[src/rtl/rca_pkg.sv]
// Shared types and helpers for the multi-cycle ripple-carry adder.
package rca_pkg;

  // Controller states of the serial adder.
  typedef enum logic [1:0] {
    IDLE = 2'd0,
    RUN  = 2'd1,
    DONE = 2'd2
  } state_t;

  // Result of one half-adder cell.
  typedef struct packed {
    logic s;
    logic c;
  } ha_t;

  // Counter width helper: a one-slice adder still needs a 1-bit counter.
  function automatic int clog2_min1(input int n);
    return (n <= 1) ? 1 : $clog2(n);
  endfunction

  // Half-adder cell: the basic building block of every full adder.
  function automatic ha_t half_add(input logic x, input logic y);
    ha_t r;
    r.s = x ^ y;
    r.c = x & y;
    return r;
  endfunction

endpackage

[src/rtl/rca_slice.sv]
// Combinational SLICE-bit ripple adder. Each bit is a full adder made of
// two half-adder cells whose carries are ORed together.
module rca_slice
  import rca_pkg::*;
#(
  parameter int SLICE = 1
) (
  input  logic [SLICE-1:0] a,
  input  logic [SLICE-1:0] b,
  input  logic             cin,
  output logic [SLICE-1:0] s,
  output logic             cout
);

  logic w_carry;
  ha_t  w_h1;
  ha_t  w_h2;

  // Ripple the carry from bit 0 upward through the full-adder chain.
  always_comb begin
    w_carry = cin;
    w_h1    = '0;
    w_h2    = '0;
    s       = '0;
    for (int i = 0; i < SLICE; i++) begin
      w_h1    = half_add(a[i], b[i]);
      w_h2    = half_add(w_h1.s, w_carry);
      s[i]    = w_h2.s;
      w_carry = w_h1.c | w_h2.c;
    end
    cout = w_carry;
  end

endmodule

[src/rtl/rca_serial_adder.sv]
// Multi-cycle ripple-carry adder: adds two WIDTH-bit operands SLICE bits per
// clock, linking slices through a registered carry.
//
// Handshake: a transfer happens on a rising clk edge where valid and ready
// are both high. in_ready is high only in IDLE; operands are captured on the
// input transfer and later input changes have no effect. out_valid is high
// only in DONE; Sum/Cout stay stable until the output transfer, after which
// out_valid drops on the next cycle. in_valid outside IDLE is ignored.
module rca_serial_adder
  import rca_pkg::*;
#(
  parameter int WIDTH = 8,
  parameter int SLICE = 1
) (
  input  logic             clk,
  input  logic             rst,
  input  logic             in_valid,
  output logic             in_ready,
  input  logic [WIDTH-1:0] A,
  input  logic [WIDTH-1:0] B,
  input  logic             Cin,
  output logic             out_valid,
  input  logic             out_ready,
  output logic [WIDTH-1:0] Sum,
  output logic             Cout,
  output state_t           o_dbg_state
);

  localparam int NSLICE = WIDTH / SLICE;
  localparam int CW     = clog2_min1(NSLICE);
  localparam logic [CW-1:0] LAST_CNT = CW'(NSLICE - 1);

  // Reject parameter sets the slicing scheme cannot handle.
  if (WIDTH < 1 || SLICE < 1 || (WIDTH % SLICE) != 0) begin : g_bad_params
    $error("rca_serial_adder: WIDTH must be >= 1 and a multiple of SLICE");
  end

  state_t           r_state;
  state_t           w_next_state;
  logic [WIDTH-1:0] r_a;
  logic [WIDTH-1:0] r_b;
  logic [WIDTH-1:0] r_sum;
  logic             r_cout;
  logic             r_carry;
  logic [CW-1:0]    r_cnt;

  logic [SLICE-1:0] w_slice_s;
  logic             w_slice_c;
  logic [WIDTH-1:0] w_sum_shift;
  logic             w_last;

  // One slice adder, fed from the low end of the operand shift registers.
  rca_slice #(.SLICE(SLICE)) u_slice (
    .a    (r_a[SLICE-1:0]),
    .b    (r_b[SLICE-1:0]),
    .cin  (r_carry),
    .s    (w_slice_s),
    .cout (w_slice_c)
  );

  assign w_last = (r_cnt == LAST_CNT);

  // New slice sum enters at the MSB end so the word lands aligned after NSLICE shifts.
  always_comb begin
    w_sum_shift = r_sum >> SLICE;
    w_sum_shift[WIDTH-1 -: SLICE] = w_slice_s;
  end

  // State register.
  always_ff @(posedge clk or posedge rst) begin
    if (rst) r_state <= IDLE;
    else     r_state <= w_next_state;
  end

  // Next-state and handshake outputs.
  always_comb begin
    w_next_state = r_state;
    in_ready     = 1'b0;
    out_valid    = 1'b0;
    case (r_state)
      IDLE: begin
        in_ready = 1'b1;
        if (in_valid) w_next_state = RUN;
      end
      RUN: begin
        if (w_last) w_next_state = DONE;
      end
      DONE: begin
        out_valid = 1'b1;
        if (out_ready) w_next_state = IDLE;
      end
      default: w_next_state = IDLE;
    endcase
  end

  // Operand capture, per-slice shifting, carry chaining and result registers.
  always_ff @(posedge clk or posedge rst) begin
    if (rst) begin
      r_a     <= '0;
      r_b     <= '0;
      r_sum   <= '0;
      r_cout  <= 1'b0;
      r_carry <= 1'b0;
      r_cnt   <= '0;
    end else begin
      case (r_state)
        IDLE: begin
          if (in_valid) begin
            r_a     <= A;
            r_b     <= B;
            r_carry <= Cin;
            r_cnt   <= '0;
          end
        end
        RUN: begin
          r_sum   <= w_sum_shift;
          r_a     <= r_a >> SLICE;
          r_b     <= r_b >> SLICE;
          r_carry <= w_slice_c;
          r_cnt   <= r_cnt + CW'(1);
          if (w_last) r_cout <= w_slice_c;
        end
        default: ;
      endcase
    end
  end

  assign Sum         = r_sum;
  assign Cout        = r_cout;
  assign o_dbg_state = r_state;

endmodule
[config.mk]
export PLATFORM = sky130hd
export DESIGN_NAME = rca_serial_adder
export DESIGN_NICKNAME = d
export VERILOG_FILES = /design/src/rtl/rca_pkg.sv /design/src/rtl/rca_slice.sv /design/src/rtl/rca_serial_adder.sv
export SDC_FILE = /design/constraint.sdc
export NUM_CORES = 1
export LEC_CHECK = 0
export ABC_AREA = 0
export CAP_MARGIN = 20
export CORE_MARGIN = 8
export CORE_UTILIZATION = 35
export CTS_BUF_LIST = sky130_fd_sc_hd__clkbuf_8
export CTS_CLUSTER_SIZE = 8
export DETAILED_ROUTE_END_ITERATION = 10
export PLACE_DENSITY_LB_ADDON = 0.2
export SLEW_MARGIN = 20
export SYNTH_ARGS = -nofsm -noshare
export SYNTH_HDL_FRONTEND = slang
export SYNTH_HIERARCHICAL = 1
export SYNTH_SLANG_ARGS = --single-unit
[constraint.sdc]
create_clock -name clk -period 2.55 [get_ports clk]
set_input_delay 0.51 -clock clk [delete_from_list [all_inputs] [get_ports clk]]
set_output_delay 0.51 -clock clk [all_outputs]
set_load 0.01 [all_outputs]
== Word-level counts from Yosys, hierarchy flattened ==
Cells that the tools add are included.

* Bitwise gates (word level): 5
* Reductions and logical operators: 5
* Equal/unequal tests: 6
* Add/sub/neg operators: 1
* Mux-type cells: 14

{| class="wikitable"
|+ Operators by type and width
! kind !! count
|-
| 8-bit case mux with 2 select lines || 2
|-
| 8-bit two-way mux || 2
|-
| 2-bit two-way mux || 3
|-
| 2-bit inequality test (second input constant) || 3
|-
| 2-bit case mux with 3 select lines || 1
|-
| 3-bit case mux with 2 select lines || 1
|-
| 2-bit AND reduction || 2
|-
| 3-bit by 1-bit adder with 3-bit output (second input constant) || 1
|-
| 3-bit == test (second input constant) || 1
|-
| 1-bit two-way mux || 3
|-
| 3-bit two-way mux || 1
|-
| 3-bit AND reduction || 1
|-
| 1-bit bitwise AND || 2
|-
| 2-bit by 1-bit == test with 1-bit output (second input constant) || 1
|-
| 2-bit == test (second input constant) || 1
|-
| 2-bit zero test || 1
|-
| 1-bit case mux with 2 select lines || 1
|-
| 2-bit nonzero test || 1
|-
| 1-bit XOR || 2
|-
| 1-bit bitwise OR || 1
|}

* Input port bits: 21
* Logic and storage cells: 38
* Output and inout port bits: 13
* Register bits after elaboration: 31

== Depth between registers and ports, before layout ==
* Depth in word-level cells: 4
* Gate-level depth with buffers: 4
* Mapped depth without buffers: 4

== Cells and area by module ==
The synthesis kept the hierarchy.

{| class="wikitable"
|+ Modules (own cells, without submodules)
! module !! seq. area each (um^2) !! area an instance (um^2) !! instances !! cells each
|-
| rca_serial_adder || 775.7 || 1486.4 || 1 || 127
|-
| rca_slice || 0.0 || 20.0 || 1 || 1
|}

== Least setup slack after synthesis ==
OpenSTA, ideal clock, no wires.

* Kind: register to output
* From: register r_state[0], in the netlist o_dbg_state[0]
* To: output port in_ready
* Stages on the path, launching flop included: 3
* Data arrival time: 0.855 ns
* Path buffers: 1
* Setup slack: 1.185 ns
* Data required time: 2.040 ns
* Cell sequence: dfrtp_1 > buf_2 > nor2_2

* Longest elaborated chain between the ends: 2

{| class="wikitable"
|+ RTL lines
! item !! RTL line !! source
|-
| from (decl) || rca_serial_adder.sv:38 || <nowiki>state_t r_state;</nowiki>
|-
| from (signal assigned) || rca_serial_adder.sv:72 || <nowiki>else r_state <= w_next_state;</nowiki>
|-
| 2-bit zero test || rca_serial_adder.sv:80 || <nowiki>case (r_state)</nowiki>
|-
| 1-bit two-way mux || rca_serial_adder.sv:80 ||
|-
| to (decl) || rca_serial_adder.sv:18 || <nowiki>output logic in_ready,</nowiki>
|}

No other way between the ends.

== Final worst setup path ==
* From: register r_state[1], in the netlist o_dbg_state[1]
* To: output port out_valid

* Longest elaborated chain between the ends: 2

{| class="wikitable"
|+ RTL lines
! item !! RTL line !! source
|-
| 2-bit == test || rca_serial_adder.sv:80 ||
|-
| 1-bit two-way mux || rca_serial_adder.sv:80 ||
|-
| to (decl) || rca_serial_adder.sv:22 || <nowiki>output logic out_valid,</nowiki>
|}

No other way between the ends.

==> flow_summary.ini <==
[worst_setup_path]
critPathTopFamily = buffers and inverters
cp_slowest_cell = clkdlybuf4s50_1
required_ps = 2040
end_kind = primary output
crit_type = flop to primary output
critPathMaxFanout = 28
critPathBufInv = 3
start_kind = flop
critical_path_arrival_ps = 1650
worstPathCellList = buf_4 > nand2b_1 > inv_1 > clkdlybuf4s50_1
slowest_delay_ps = 530

[global_routing]
grt_pass1_vias = 1190
grt_max_degree = 32
antenna_found_initial = 0
grt_remaining_overflow = 0
grtUsageTotal_pct = 10.8
grt_pass1_wl_microns = 5490

[die]
coreArea_sq_um = 4260
fp.dieH_microns = 81.6
boundaryPins = 34
row_count = 24
die_w_microns = 81.6
start_util_pct = 35.3
die_area_sq_um = 6660

[sta]
rsz0062_at_grt = false
max-slew-margin-rel_pct = 56.0
fin_crit_ps = 2160
fmax_mhz = 463
skew_ps = 3.10
hold_viol_final = 0
finalMaxSlewViolations = 0
tightest_slew_ps = 658
setup_viol = 0
finalCritPeriodShare_pct = 84.7
fin_setup_tns_ps = 0

[logic_synthesis]
synthMuxAreaShare_pct = 7.48
ys_ff_latch = 31
synth_area_sq_um = 1510
ys.warnings.count = 6
synth.distinct_cells = 24
synth_cells = 128
synthXorXnorAreaFrac_pct = 0
yosys.area.top_type = dfrtp_1
synthTopCellsByArea = dfrtp_1, mux2_2, nor3b_1
synth_seq_area_share_pct = 51.5
synth_top_family_by_area = simple AND/OR/NAND/NOR gates
postSynthAreaPerCell_sq_um = 11.8
synth-adder-area-share_pct = 2.99
synthSimpleGateAreaFrac_pct = 16.9
synth-compound-area-share_pct = 12.5
synth_nets = 152
synth_top_area_share_pct = 51.5

[finish]
final_common_cell = clkdlybuf4s50_1
layout.nets = 187
layout_common_cells = clkdlybuf4s50_1, dfrtp_1, inv_1, nor3b_1, mux2_2
final_core_util_pct = 46.0
fillers = 390
layout-drive-gt1-share_pct = 14.6
area_growth_pct = 30.1
n_antenna_cell = 0

[detailed_routing]
wl_per_cell_microns = 15.1
vias = 1095
routed_wl_microns = 3250
drcViolationCount = 0
drt_iter0_drc = 77
drt_pass1_iterations = 6
vias_per_cell = 5.07
ant_nets = 0

[clocking]
cts_num_sinks = 31
numCtsBuffers = 5
cts.htree.levels = 2
insertion_delay_ps = 280
cts_tree = built
cts_hold_buf = 0
cts_resized = 0
clockBufferDepth = 2
postCtsSetupRepairBufs = 0
cts.clk_slew.worst_paths_ps = 60
root_buffer = clkbuf_8

[min_path]
worst_hold_path_type = flop to flop

[placement]
place_hpwl_microns = 2260
gp_congestion = 0.700
portBuffers = 33

[power_and_ir_drop]
vdd_drop_max_mv = 0.434
power.density_nw_per_um2 = 1140
p_leak_uw = 0.000846

[flow_run]
maxCapViolCount = 0

[status]
outcome = finished, final reports clean
[state kept, by name, indices dropped and copies added (netlist names)]
signal and flops:
r_carry 1, Cout 1, r_b 8, r_a 8
r_cnt 3, Sum 8, o_dbg_state 2
[cell usage after synthesis, drive strengths merged]
library cell	instances
dfrtp	31
a32o	2
o21bai	1
nand3b	1
a211oi	9
nor3b	13
a21oi	1
ha	2
a222oi	2
nand2b	3
a221oi	4
o21ai	1
a22o	2
nor2	1
clkbuf	3
inv	18
buf	7
mux2	10
fa	1
nor4b	9
nor2b	7
[stage by stage]
step	hold slack (ps)	setup slack [ps]	cells	instance area [sq um]	total power (uW)
CTS	500	382	216	1960	2270
floorplan	467	1180	128	1510	1540
global placement	479	676	208	1880	1860
finish	497	391	216	1960	2230
global route	514	278	216	1960	2420
detailed placement	485	619	208	1880	1900
[final cells by class]
cell class	instances	area, sq um	area share [%]
Sequential cell	31	776	39.6
Multi-Input combinational cell	69	602	30.7
Timing Repair Buffer	38	368	18.8
Clock buffer	5	68.8	3.51
Inverter	18	67.6	3.45
Tap cell	52	65.1	3.32
Clock inverter	3	12.5	0.639
[path summary, 6_finish.rpt]
check / depth (start not counted) / to / slack, ps / from
worst max-delay path: 4 / out_valid / 390 / o_dbg_state[1]$_DFFE_PP0P_
worst min-delay path: 1 / r_b[7]$_DFFE_PP0P_ / 500 / r_b[7]$_DFFE_PP0P_
worst max register to register: 3 / Sum[5]$_DFFE_PP0P_ / 730 / o_dbg_state[0]$_DFFE_PP0P_
worst min register to register: 1 / r_b[7]$_DFFE_PP0P_ / 500 / r_b[7]$_DFFE_PP0P_
max in group asynchronous: 3 / r_a[4]$_DFFE_PP0P_ / 1640 / rst
min in group asynchronous: 3 / Sum[6]$_DFFE_PP0P_ / 620 / rst
[where the power goes]
| part | total, uW | switching [uW] | internal (uW) |
|---|---|---|---|
| clock network | 358 | 175 | 183 |
| logic | 1000 | 447 | 554 |
| registers | 871 | 139 | 732 |
| total | 2230 | 762 | 1470 |
[kinds of logic (layout without fill, tap and decap cells)]
| group | Yosys count | after routing |
|---|---|---|
| and+or+nand+nor | 34 | 34 |
| AOI/OAI and AO/OA | 22 | 22 |
| adders and majority gates | 3 | 3 |
| DFF | 31 | 31 |
| muxes | 10 | 10 |
| buffers and inverters | 28 | 64 |
[routing by layer]
metal / vias up / share of wire [%] / GRT usage [%]
met5: - / 0 / 0
met4: 0 / 1.7 / 5.26
met3: 8 / 5.7 / 3.28
met2: 35 / 46 / 16.9
met1: 528 / 47 / 13.3
li1: 524 / - / -
No activity file was read; power rests on OpenSTA's default activity.
